`src/rtl/rq_pkg.sv`:
```
// Shared types and position-mask helpers for the request scheduler.
// Helpers work on a fixed 16-bit vector; callers zero-extend position.
package rq_pkg;

  localparam int MAXF = 16;

  typedef logic [MAXF-1:0] fvec_t;

  typedef enum logic [1:0] {
    UD_IDLE = 2'b00,
    UD_UP   = 2'b01,
    UD_DOWN = 2'b10
  } ud_t;

  typedef enum logic [1:0] {
    S_IDLE,
    S_UP,
    S_DOWN,
    S_STOP
  } state_t;

  function automatic fvec_t above_mask(input fvec_t p);
    return ~(p | (p - 1'b1));
  endfunction

  function automatic fvec_t below_mask(input fvec_t p);
    return p - 1'b1;
  endfunction

  function automatic logic onehot_ok(input fvec_t p);
    return (p != '0) && ((p & (p - 1'b1)) == '0);
  endfunction

endpackage

```
`src/rtl/rq_latch.sv`:
```
// Pending-request register: sets accumulate, clears take priority.
// Only the scheduler's served floor is ever cleared.
module rq_latch #(
  parameter int FLOORS = 4
) (
  input  logic              clk,
  input  logic              rst_n,
  input  logic [FLOORS-1:0] set,
  input  logic [FLOORS-1:0] clr,
  output logic [FLOORS-1:0] pend
);

  always_ff @(posedge clk or negedge rst_n) begin
    if (!rst_n) pend <= '0;
    else        pend <= (pend | set) & ~clr;
  end

endmodule

```
`src/rtl/rq_scheduler.sv`:
```
// Direction/stop scheduler over latched hall and car requests.
// Invalid position freezes the FSM while requests keep latching.
module rq_scheduler #(
  parameter int FLOORS = 4
) (
  input  logic              clk,
  input  logic              rst_n,
  input  logic [FLOORS-1:0] up_req,
  input  logic [FLOORS-1:0] down_req,
  input  logic [FLOORS-1:0] car_req,
  input  logic [FLOORS-1:0] position,
  input  logic              door_done,
  output logic [1:0]        ud_mode,
  output logic              stop_here,
  output logic [FLOORS-1:0] eff_req,
  output logic [FLOORS-1:0] up_pend,
  output logic [FLOORS-1:0] down_pend,
  output logic [FLOORS-1:0] car_pend,
  output logic              pos_err
);
  import rq_pkg::*;

  localparam logic [FLOORS-1:0] UP_OK =
    {1'b0, {(FLOORS-1){1'b1}}};
  localparam logic [FLOORS-1:0] DN_OK =
    {{(FLOORS-1){1'b1}}, 1'b0};

  state_t state, nextState;
  ud_t udMode, nextUd, lastDir, nextLast;
  logic stopHere, posErr;
  logic [FLOORS-1:0] effReq, nextEff;
  logic [FLOORS-1:0] upClr, dnClr, carClr;
  logic [FLOORS-1:0] allPend, above, below;
  fvec_t posW, aboveW, belowW;
  logic posOk, anyAbove, anyBelow, atP;
  logic fwd, back, unusedBits;

  always_comb begin
    posW = '0;
    posW[FLOORS-1:0] = position;
  end

  assign aboveW = above_mask(posW);
  assign belowW = below_mask(posW);
  assign above = aboveW[FLOORS-1:0];
  assign below = belowW[FLOORS-1:0];
  assign posOk = onehot_ok(posW);
  assign unusedBits = ^{aboveW, belowW};

  assign allPend = up_pend | down_pend | car_pend;
  assign anyAbove = |(allPend & above);
  assign anyBelow = |(allPend & below);
  assign atP = |(allPend & position);

  always_comb begin
    nextState = state;
    nextUd = udMode;
    nextLast = lastDir;
    upClr = '0;
    dnClr = '0;
    carClr = '0;
    fwd = 1'b0;
    back = 1'b0;
    if (posOk) begin
      unique case (state)
        S_IDLE: begin
          if (atP) begin
            nextState = S_STOP;
            upClr = position;
            dnClr = position;
            carClr = position;
          end else if (anyAbove && anyBelow) begin
            nextState = (lastDir == UD_UP) ? S_UP : S_DOWN;
            nextUd = lastDir;
          end else if (anyAbove) begin
            nextState = S_UP;
            nextUd = UD_UP;
            nextLast = UD_UP;
          end else if (anyBelow) begin
            nextState = S_DOWN;
            nextUd = UD_DOWN;
            nextLast = UD_DOWN;
          end
        end
        S_UP: begin
          if (|((car_pend | up_pend) & position) ||
              (|(down_pend & position) && !anyAbove)) begin
            nextState = S_STOP;
            carClr = position;
            upClr = position;
            if (!anyAbove) dnClr = position;
          end else if (!anyAbove) begin
            nextState = anyBelow ? S_DOWN : S_IDLE;
            nextUd = anyBelow ? UD_DOWN : UD_IDLE;
            if (anyBelow) nextLast = UD_DOWN;
          end
        end
        S_DOWN: begin
          if (|((car_pend | down_pend) & position) ||
              (|(up_pend & position) && !anyBelow)) begin
            nextState = S_STOP;
            carClr = position;
            dnClr = position;
            if (!anyBelow) upClr = position;
          end else if (!anyBelow) begin
            nextState = anyAbove ? S_UP : S_IDLE;
            nextUd = anyAbove ? UD_UP : UD_IDLE;
            if (anyAbove) nextLast = UD_UP;
          end
        end
        S_STOP: begin
          // Presses at the open door in the held direction are absorbed
          carClr = position & car_req;
          if (lastDir == UD_UP) upClr = position & up_req;
          else                  dnClr = position & down_req;
          fwd = (lastDir == UD_UP) ? anyAbove : anyBelow;
          back = (lastDir == UD_UP) ? anyBelow : anyAbove;
          if (door_done) begin
            unique case (1'b1)
              fwd: begin
                nextState = (lastDir == UD_UP) ? S_UP : S_DOWN;
                nextUd = lastDir;
              end
              back: begin
                nextState = (lastDir == UD_UP) ? S_DOWN : S_UP;
                nextUd = (lastDir == UD_UP) ? UD_DOWN : UD_UP;
                nextLast = nextUd;
              end
              default: begin
                nextState = S_IDLE;
                nextUd = UD_IDLE;
              end
            endcase
          end
        end
      endcase
    end
  end

  always_comb begin
    nextEff = '0;
    if (!posOk)                nextEff = effReq;
    else if (nextState == S_UP)   nextEff = allPend & above;
    else if (nextState == S_DOWN) nextEff = allPend & below;
  end

  always_ff @(posedge clk or negedge rst_n) begin
    if (!rst_n) begin
      state <= S_IDLE;
      udMode <= UD_IDLE;
      lastDir <= UD_UP;
      stopHere <= 1'b0;
      effReq <= '0;
      posErr <= 1'b0;
    end else begin
      state <= nextState;
      udMode <= nextUd;
      lastDir <= nextLast;
      stopHere <= (nextState == S_STOP);
      effReq <= nextEff;
      posErr <= !posOk;
    end
  end

  rq_latch #(.FLOORS(FLOORS)) uUp (
    .clk(clk), .rst_n(rst_n),
    .set(up_req & UP_OK), .clr(upClr), .pend(up_pend)
  );

  rq_latch #(.FLOORS(FLOORS)) uDn (
    .clk(clk), .rst_n(rst_n),
    .set(down_req & DN_OK), .clr(dnClr), .pend(down_pend)
  );

  rq_latch #(.FLOORS(FLOORS)) uCar (
    .clk(clk), .rst_n(rst_n),
    .set(car_req), .clr(carClr), .pend(car_pend)
  );

  assign ud_mode = udMode;
  assign stop_here = stopHere;
  assign eff_req = effReq;
  assign pos_err = posErr;

endmodule

```
`config.mk`:
```
export PLATFORM = sky130hd
export DESIGN_NAME = rq_scheduler
export DESIGN_NICKNAME = d
export VERILOG_FILES = /design/src/rtl/rq_pkg.sv /design/src/rtl/rq_latch.sv /design/src/rtl/rq_scheduler.sv
export SDC_FILE = /design/constraint.sdc
export NUM_CORES = 1
export LEC_CHECK = 0
export ABC_AREA = 1
export CAP_MARGIN = 10
export CORE_MARGIN = 1
export CORE_UTILIZATION = 54
export CTS_BUF_LIST = sky130_fd_sc_hd__clkbuf_8
export CTS_CLUSTER_DIAMETER = 100
export DETAILED_ROUTE_END_ITERATION = 12
export GPL_TIMING_DRIVEN = 0
export PLACE_DENSITY = 0.83
export SLEW_MARGIN = 20
export SYNTH_ARGS = -nofsm -noshare
export SYNTH_HDL_FRONTEND = slang
export SYNTH_SLANG_ARGS = --single-unit
export TNS_END_PERCENT = 20
```
`constraint.sdc`:
```
create_clock -name clk -period 1.8 [get_ports clk]
set_input_delay 0.27 -clock clk [delete_from_list [all_inputs] [get_ports clk]]
set_output_delay 0.27 -clock clk [all_outputs]
set_load 0.01 [all_outputs]
```
==> qor.yml, run 1 <==
cpLargestDelayFamily: "simple AND/OR/NAND/NOR gates"
tightestPinTransition_ps: 578.2
async_flop_share: 1.000
syn_nets: 313
power_mw: 3.755
drive_gt1_frac: 0.3113
slew_viol_final: 0
crit_top_cell: "nand2_1"
dr_total_vias: 2533
overflow: 0
numCtsBuffers: 3
multi_input_area_um2: 1376
post_dp_cell_area_um2: 2545
path_buf_inv: 1
insertedDiodeCount: 0
seq_area_um2: 604.3
fin_crit_sh: 1.171
leakagePower_nw: 1.413
rr_worst_depth: 14
powerDensity_nw_per_um2: 1253
first_pass_iters: 6
max_slew_margin: 0.6145
io_buffers: 38
layout_min_cycle_time_ps: 2108
start_util: 0.5838
finalSetupViolCount: 23
ys_top_cells_by_count: "69 x nand2_1, 32 x inv_1, 30 x nor2_1, 25 x nand3_1, 23 x dfrtp_1"
nets: 390
p_sw_mw: 1.821
antenna_left: 0
fp.dieArea_um2: 3969
grt_pass1_wl_mm: 11.08
p_int_mw: 1.934
cp_max_fo: 6
path_clk_slew_ps: 100
io_pins: 39
synth_top_area_cell: "dfrtp_1"
dp.cells: 371
drtIter0Drc: 305
core_um2: 3442
cts_tree: "built"
gr-usage-all-layers: 0.3604
worstPathCellList: "nor2_2 -> nand2_2 -> nand2_2 -> nand3_2 -> buf_6 -> nand3_1 -> nand2_1 -> nand2_1 -> nand2_1 -> a21oi_2 -> nand3_1 -> nand2_1 -> nand2_1 -> nand2_1"
final_cell_area_um2: 2998
path_class: "flop to flop"
switching_share: 0.4850
worstSetupStartpointType: "flop"
nFillCells: 189
synth_edf_count: 0
synth_area_um2: 2009
hold_slack_ps: 500.9
yosysWarnings: 0
clkPwrFrac: 0.105
syn2layout_area_growth_pct: 49.19
rsz0062_at_grt: "yes"
drc: 0
comb_power_share: 0.634
fin_util: 0.8710
max_freq_mhz: 474.3
yosys.area.top_type_share: 0.2864
drv_cap: 0
violations: "setup timing"
fin_worst_skew_ps: 9.029
h-tree-depth: 1
grt_max_degree: 25
required_ps: 2010
antenna_found_initial: 0
fin_cells: 409
synth_flop_cell: "dfrtp_1"
slowest_delay_ps: 430
status: "finished, violations left"
peakVddDrop_mv: 0.7057
globalplace.congestion: 0.9094
cts-root-buf: "clkbuf_8"
setup_ws_ps: -308.3
worst_hold_path_type: "primary input to asynchronous set/reset pin"
seq_power_share: 0.260
hold_viol_final: 0
drt-wirelength-per-cell_um: 18.08
yosysUniqueCellTypes: 35
critPathArrivalTime_ps: 2320
clk_latency_ps: 280
seq_area_frac_synth: 0.2995
rows: 21
end_kind: "flop"
synth-seq-cells: 24
routed_wl_mm: 7.394
pre_cts_ws_ps: -894.4
dpl.hpwl_mm: 4.253
cts_max_path_buffers: 2
synth.area.top_cells: "dfrtp_1 29%, nand2_1 13%, nand3_1 6.2%"
grt_pass1_vias: 2277
slowest_stage: "dfrtp_1"
finalSetupTns_ps: -3982
avgSynthCellArea_um2: 7.001
cts.sinks: 24
die_h_um: 63
synthCells: 287
die_x_um: 63
cp_num_cells: 14
synth_most_common_cell: "nand2_1"
vias_per_cell: 6.193
registers in the layout, indices dropped and copies added, names as in the netlist:
register / cells
eff_req: 4
uCar.pend: 4
uDn.pend: 4
uUp.pend: 4
lastDir: 2
state: 2
ud_mode: 2
pos_err: 1
stop_here: 1
cell families (layout without fill, tap and decap cells):
group,count (synthesis),after routing,share of synthesized area
simple gates,158,158,0.3836
fa+ha+maj,7,7,0.04358
flops,24,24,0.2995
compound gates,53,53,0.1663
buf+inv,45,121,0.1071
cell type report:
cell class,count,share of cell area
timing repair buffer,72,0.2154
clock buffer,4,0.01836
sequential,24,0.2016
inverter,38,0.05843
multi-input combinational,218,0.4591
tap,46,0.01920
buffer,7,0.02796
worst paths after layout:
kind | from | end | slack (ps)
setup reg to reg | uCar.pend[2] | eff_req[1] | -310
min in group clk | eff_req[3] | eff_req[3] | 500
hold / removal | rst_n | uUp.pend[3] | 500
max in group asynchronous | rst_n | state[0] | 880
setup / recovery | uCar.pend[2] | eff_req[1] | -310
hold reg to reg | eff_req[3] | eff_req[3] | 500
placed cells by master (no fill, tap or decap), types with 5 or more instances in the layout:
cell	n
nand2_1	62
nand3_2	6
nand2_4	7
nand3_1	22
buf_4	32
dfrtp_1	21
nor2_1	24
buf_6	5
inv_2	6
inv_1	27
o21ai_0	9
clkdlybuf4s50_1	33
o2111ai_1	6
nand2_2	12
nor2_2	6
a21oi_1	19
nand4_1	9
power groups by stage:
stage / Clock, mW / Combinational, mW / Sequential (mW)
after detailed placement: 0 / 1.86 / 0.948
after floorplan: 0 / 1.16 / 0.976
after global routing: 0.414 / 2.53 / 0.995
after global placement: 0 / 1.83 / 0.950
final: 0.395 / 2.38 / 0.978
after CTS: 0.386 / 2.08 / 0.940
per-layer routing:
layer	global-route usage	routed length (um)	vias up
met1	0.4720	2875	1168
met5	0	0	-
met2	0.5981	3469	189
li1	-	-	1114
met3	0.04562	708	62
met4	0.1395	340	0
worst reg2reg max path, stage by stage, from the launching register on:
cell and delay [ps]:
dfrtp_1 430, nor2_2 190, nand2_2 140, nand2_2 150
nand3_2 110, buf_6 150, nand3_1 110, nand2_1 80
nand2_1 80, nand2_1 80, a21oi_2 200, nand3_1 110
nand2_1 70, nand2_1 50, nand2_1 70
repair_timing:
action                                  in CTS  in global routing
pin swaps                                   15                 11
endpoints found under the setup margin      23                 23
gates resized for setup                     42                 12
setup buffers                               26                  7
gates cloned                                 0                  0
endpoints found under the hold margin       13                  0
hold buffers                                 1                  0
No activity file was read; power rests on OpenSTA's default activity.
==> run 2: changes to the inputs <==
Settings changed: CORE_UTILIZATION 54 to 45, PLACE_DENSITY 0.83 to 0.71, RECOVER_POWER from default to 100.
==> qor.yml, run 2 (synthesized netlist as in run 1, its figures left out) <==
worstPathCellList: "o21ai_0 -> o21ai_0 -> o21ai_2 -> nand3_4 -> nor2_1 -> nand2_1 -> a21oi_2 -> nand3_2 -> nand2_1 -> nand2_1 -> nand2_1"
slowest_delay_ps: 460
seq_area_um2: 609.3
io_buffers: 38
syn2layout_area_growth_pct: 51.37
clk_latency_ps: 270
core_um2: 4144
drc: 0
cpLargestDelayFamily: "compound AO/OA/AOI/OAI gates"
powerDensity_nw_per_um2: 1221
status: "finished, violations left"
cts_tree: "built"
worstSetupStartpointType: "flop"
slew_viol_final: 0
io_pins: 39
power_mw: 3.713
max_freq_mhz: 507.2
drtIter0Drc: 239
finalSetupViolCount: 17
drive_gt1_frac: 0.3306
leakagePower_nw: 1.416
hold_slack_ps: 481.2
worst_hold_path_type: "flop to flop"
die_x_um: 68.83
cts_max_path_buffers: 2
routed_wl_mm: 6.550
setup_ws_ps: -171.7
switching_share: 0.4708
layout_min_cycle_time_ps: 1972
numCtsBuffers: 3
grt_pass1_vias: 2160
max_slew_margin: 0.5845
path_buf_inv: 0
pre_cts_ws_ps: -916.1
dr_total_vias: 2323
vias_per_cell: 5.666
drv_cap: 0
first_pass_iters: 5
finalSetupTns_ps: -1153
antenna_found_initial: 0
gr-usage-all-layers: 0.2874
slowest_stage: "dfrtp_2"
grt_pass1_wl_mm: 9.942
dpl.hpwl_mm: 4.271
p_sw_mw: 1.748
end_kind: "flop"
hold_viol_final: 0
cp_max_fo: 4
rsz0062_at_grt: "yes"
peakVddDrop_mv: 0.5766
path_clk_slew_ps: 90
grt_max_degree: 25
nets: 387
cts.sinks: 24
violations: "setup timing"
nFillCells: 322
die_h_um: 68.83
ff2ff_setup_slack_ps: -170
fp.dieArea_um2: 4737
seq_power_share: 0.257
overflow: 0
critPathArrivalTime_ps: 2190
h-tree-depth: 1
globalplace.congestion: 0.9456
crit_top_cell: "nand2_1"
tightestPinTransition_ps: 623.2
start_util: 0.4849
layout_common_cells: "57 x nand2_1, 27 x buf_4, 26 x inv_1, 25 x nor2_1, 25 x clkdlybuf4s50_1"
rows: 23
comb_power_share: 0.638
fin_crit_sh: 1.095
p_int_mw: 1.965
multi_input_area_um2: 1418
antenna_left: 0
drt-wirelength-per-cell_um: 15.98
clkPwrFrac: 0.105
cts-root-buf: "clkbuf_8"
insertedDiodeCount: 0
path_class: "flop to flop"
layout_commonest_cell: "nand2_1"
fin_worst_skew_ps: 1.873
required_ps: 2020
run 2: cell count changes in the layout (fill, tap and decap cells not counted), sizes merged:
cell	previous run	this run
clkdlybuf4s50	33	25
dlygate4sd3	1	9
buf	43	38
clkbuf	5	6
clkdlybuf4s15	0	1
run 2: area by class of cell:
class / instances / area share
well taps: 50 / 0.02057
clock buffers: 4 / 0.01810
repair buffers: 69 / 0.2081
multi-input cells: 218 / 0.4661
flip-flops and latches: 24 / 0.2003
plain buffers: 7 / 0.02756
inverters: 38 / 0.05923
run 2: path summary, 6_finish.rpt:
kind                                endpoint        start  depth (start not counted)
worst max-delay path              eff_req[1]  uUp.pend[3]                         11
worst min-delay path              eff_req[3]   eff_req[3]                          2
worst max register to register    eff_req[1]  uUp.pend[3]                         11
worst min register to register    eff_req[3]   eff_req[3]                          2
max in group asynchronous       uCar.pend[0]        rst_n                          2
min in group asynchronous         lastDir[1]        rst_n                          2
run 2: power by group through the flow:
stage                     logic (mW)  registers, mW  clock network [mW]
after detailed placement        1.86          0.957                   0
after CTS                       2.19          0.947               0.391
after global routing            2.56          0.981               0.412
after floorplan                 1.16          0.976                   0
final                           2.37          0.954               0.389
after global placement          1.84          0.950                   0
run 2: tightest hold or removal path, cell delays in order, from the launching register on:
cell	delay [ps]
dfrtp_1	350
nand2_1	50
nand2_1	50
run 2: stage by stage:
step / std cells / util / instance area (um^2)
after detailed placement: 375 / 0.6153 / 2550
after floorplan: 287 / - / 2112
after global routing: 410 / 0.7340 / 3042
final: 410 / 0.7340 / 3042
after global placement: 375 / 0.6165 / 2555
after CTS: 406 / 0.7114 / 2948
run 2: routing by layer:
metal  global-route usage  wire length, um  vias to the layer above
met5                    0                0                        -
met4              0.09949              164                        0
met3              0.03125              399                       18
met2               0.5147             3314                      108
met1               0.3543             2672                     1086
li1                     -                -                     1111
run 2: repair_timing:
action,4_1_cts,5_1_grt
pin swaps,31,15
endpoints found under the hold margin,23,0
hold buffers,1,0
endpoints found under the setup margin,23,22
setup buffers,26,4
gates resized for setup,51,18
==> run 3: changes to the inputs <==
--- a/config.mk
+++ b/config.mk
@@ -15,2 +15,3 @@
 export GPL_TIMING_DRIVEN = 0
+export HOLD_SLACK_MARGIN = 0.02
 export PLACE_DENSITY = 0.71
==> constraint.sdc (replaced) <==
create_clock -name clk -period 1.8 [get_ports clk]
set_input_delay 0.36 -clock clk [delete_from_list [all_inputs] [get_ports clk]]
set_output_delay 0.36 -clock clk [all_outputs]
set_load 0.01 [all_outputs]
==> qor.yml, run 3 (synthesized netlist as in run 1, its figures left out) <==
crit_top_cell: "nand2_1"
met2_usage: 0.5110
syn2layout_area_growth_pct: 50.12
globalplace.congestion: 0.9456
use_met3: 0.04934
rr_worst_depth: 16
leakagePower_nw: 1.377
vias_per_cell: 5.590
path_clk_slew_ps: 90
clkPwrFrac: 0.106
io_buffers: 38
grt.busiest_layer: "met2"
cp_max_fo: 4
cts.sinks: 24
drv_cap: 0
violations: "setup timing"
first_pass_iters: 5
cts-root-buf: "clkbuf_8"
slowest_stage: "ha_4"
worst_hold_path_type: "primary input to asynchronous set/reset pin"
ff2ff_setup_slack_ps: -150
antenna_found_initial: 0
io_pins: 39
use_met1: 0.3569
seq_power_share: 0.270
worstSetupStartpointType: "primary input"
grt_max_degree: 25
numCtsBuffers: 3
slew_viol_final: 0
critPathArrivalTime_ps: 2210
nets: 384
seq_area_um2: 606.8
die_x_um: 68.83
finalSetupViolCount: 19
holdBufCountCts: 0
gr-usage-all-layers: 0.2901
routed_wl_mm: 6.398
hold_viol_final: 0
end_kind: "flop"
drt-wirelength-per-cell_um: 15.72
comb_power_share: 0.624
grt_pass1_vias: 2140
rows: 23
start_util: 0.4849
setup_ws_ps: -203.3
die_h_um: 68.83
timing.rr.end: "eff_req[2]"
pre_cts_ws_ps: -1006
drc: 0
fp.dieArea_um2: 4737
multi_input_area_um2: 1430
layout_common_cells: "60 x nand2_1, 33 x clkdlybuf4s50_1, 27 x inv_1, 27 x buf_4, 24 x nor2_1"
rr_startpoint: "uUp.pend[3]"
layout_min_cycle_time_ps: 2003
p_int_mw: 1.921
cts_tree: "built"
antenna_left: 0
cts_max_path_buffers: 2
overflow: 0
path_class: "primary input to flop"
fin_crit_sh: 1.113
switching_share: 0.4708
p_sw_mw: 1.709
max_slew_margin: 0.1153
power_mw: 3.630
slowest_delay_ps: 260
dr_total_vias: 2275
worstPathCellList: "buf_8 -> buf_12 -> inv_12 -> ha_4 -> inv_4 -> ha_4 -> nand2_4 -> nand2_4 -> inv_2 -> nand2_2 -> buf_6 -> o21ai_2 -> nand2_1 -> nand3_2 -> a21oi_4 -> nand3_2 -> nand2_1 -> nand2_1 -> nand2_1"
drtIter0Drc: 179
rsz0062_at_grt: "yes"
fin_worst_skew_ps: 3.585
clk_latency_ps: 270
tightestPinTransition_ps: 1327
peakVddDrop_mv: 0.5536
core_um2: 4144
powerDensity_nw_per_um2: 1203
drive_gt1_frac: 0.3165
hold_slack_ps: 361.0
required_ps: 2010
grt_pass1_wl_mm: 10.09
insertedDiodeCount: 0
layout_commonest_cell: "nand2_1"
status: "finished, violations left"
h-tree-depth: 1
max_freq_mhz: 499.2
dpl.hpwl_mm: 4.271
nFillCells: 332
[run 3: cell types whose count changed in the layout (fill, tap and decap cells not counted), sizes merged]
cell | before | now
clkdlybuf4s50 | 25 | 33
dlygate4sd3 | 9 | 0
dlygate4sd2 | 1 | 0
buf | 38 | 37
[run 3: per-layer routing]
| layer | part of all wire | routed length (um) |
|---|---|---|
| met3 | 0.070 | 449 |
| met1 | 0.41 | 2600 |
| met4 | 0.026 | 169 |
| met2 | 0.50 | 3179 |
| met5 | 0 | 0 |
[run 3: timing repair]
action                     4_1_cts  5_1_grt
setup buffers                   19       10
resized for setup               49       22
cloned                           0        0
pin swaps                       24       19
setup endpoints to repair       23       23
[run 3: layout make-up]
class                   instances  area share
well taps                      50     0.02074
flip-flops and latches         24      0.2012
clock buffers                   4     0.01825
inverters                      38     0.05973
multi-input cells             218      0.4741
repair buffers                 67      0.2032
plain buffers                   6     0.02281
[run 3: how the worst max path moves through the flow]
stage	slack (ps)	to	startpoint	cells past startpoint
5_1_grt	-280	eff_req[1]	state[1]	11
3_5_place_dp	-1010	eff_req[1]	position[1]	19
6_report	-200	eff_req[1]	position[0]	19
3_3_place_gp	-980	eff_req[1]	position[1]	19
4_1_cts	-130	eff_req[1]	position[0]	20
2_1_floorplan	-210	eff_req[1]	position[0]	18
[run 3: metrics by stage]
stage          cell area [um^2]  instances    util  TNS (ps)
6_report                   3017        407  0.7280     -1517
5_1_grt                    3017        407  0.7280     -3479
4_1_cts                    2878        398  0.6944     -1049
3_5_place_dp               2550        375  0.6153    -19890
3_3_place_gp               2555        375  0.6165    -19390
2_1_floorplan              2112        287       -     -1673
[run 3: power by group through the flow]
| stage | sequential (mW) | combinational, mW | clock [mW] |
|---|---|---|---|
| finish | 0.981 | 2.27 | 0.383 |
| global placement | 0.950 | 1.84 | 0 |
| detailed placement | 0.957 | 1.86 | 0 |
| CTS | 0.958 | 2.08 | 0.391 |
| global route | 1.01 | 2.45 | 0.415 |
| floorplan | 0.976 | 1.16 | 0 |
[run 3: critical path: cells and delay by family]
| family | cells | cell delay [ps] |
|---|---|---|
| adders and majority gates | 2 | 390 |
| AOI/OAI and AO/OA | 2 | 280 |
| and+or+nand+nor | 9 | 720 |
| buffers and inverters | 6 | 460 |
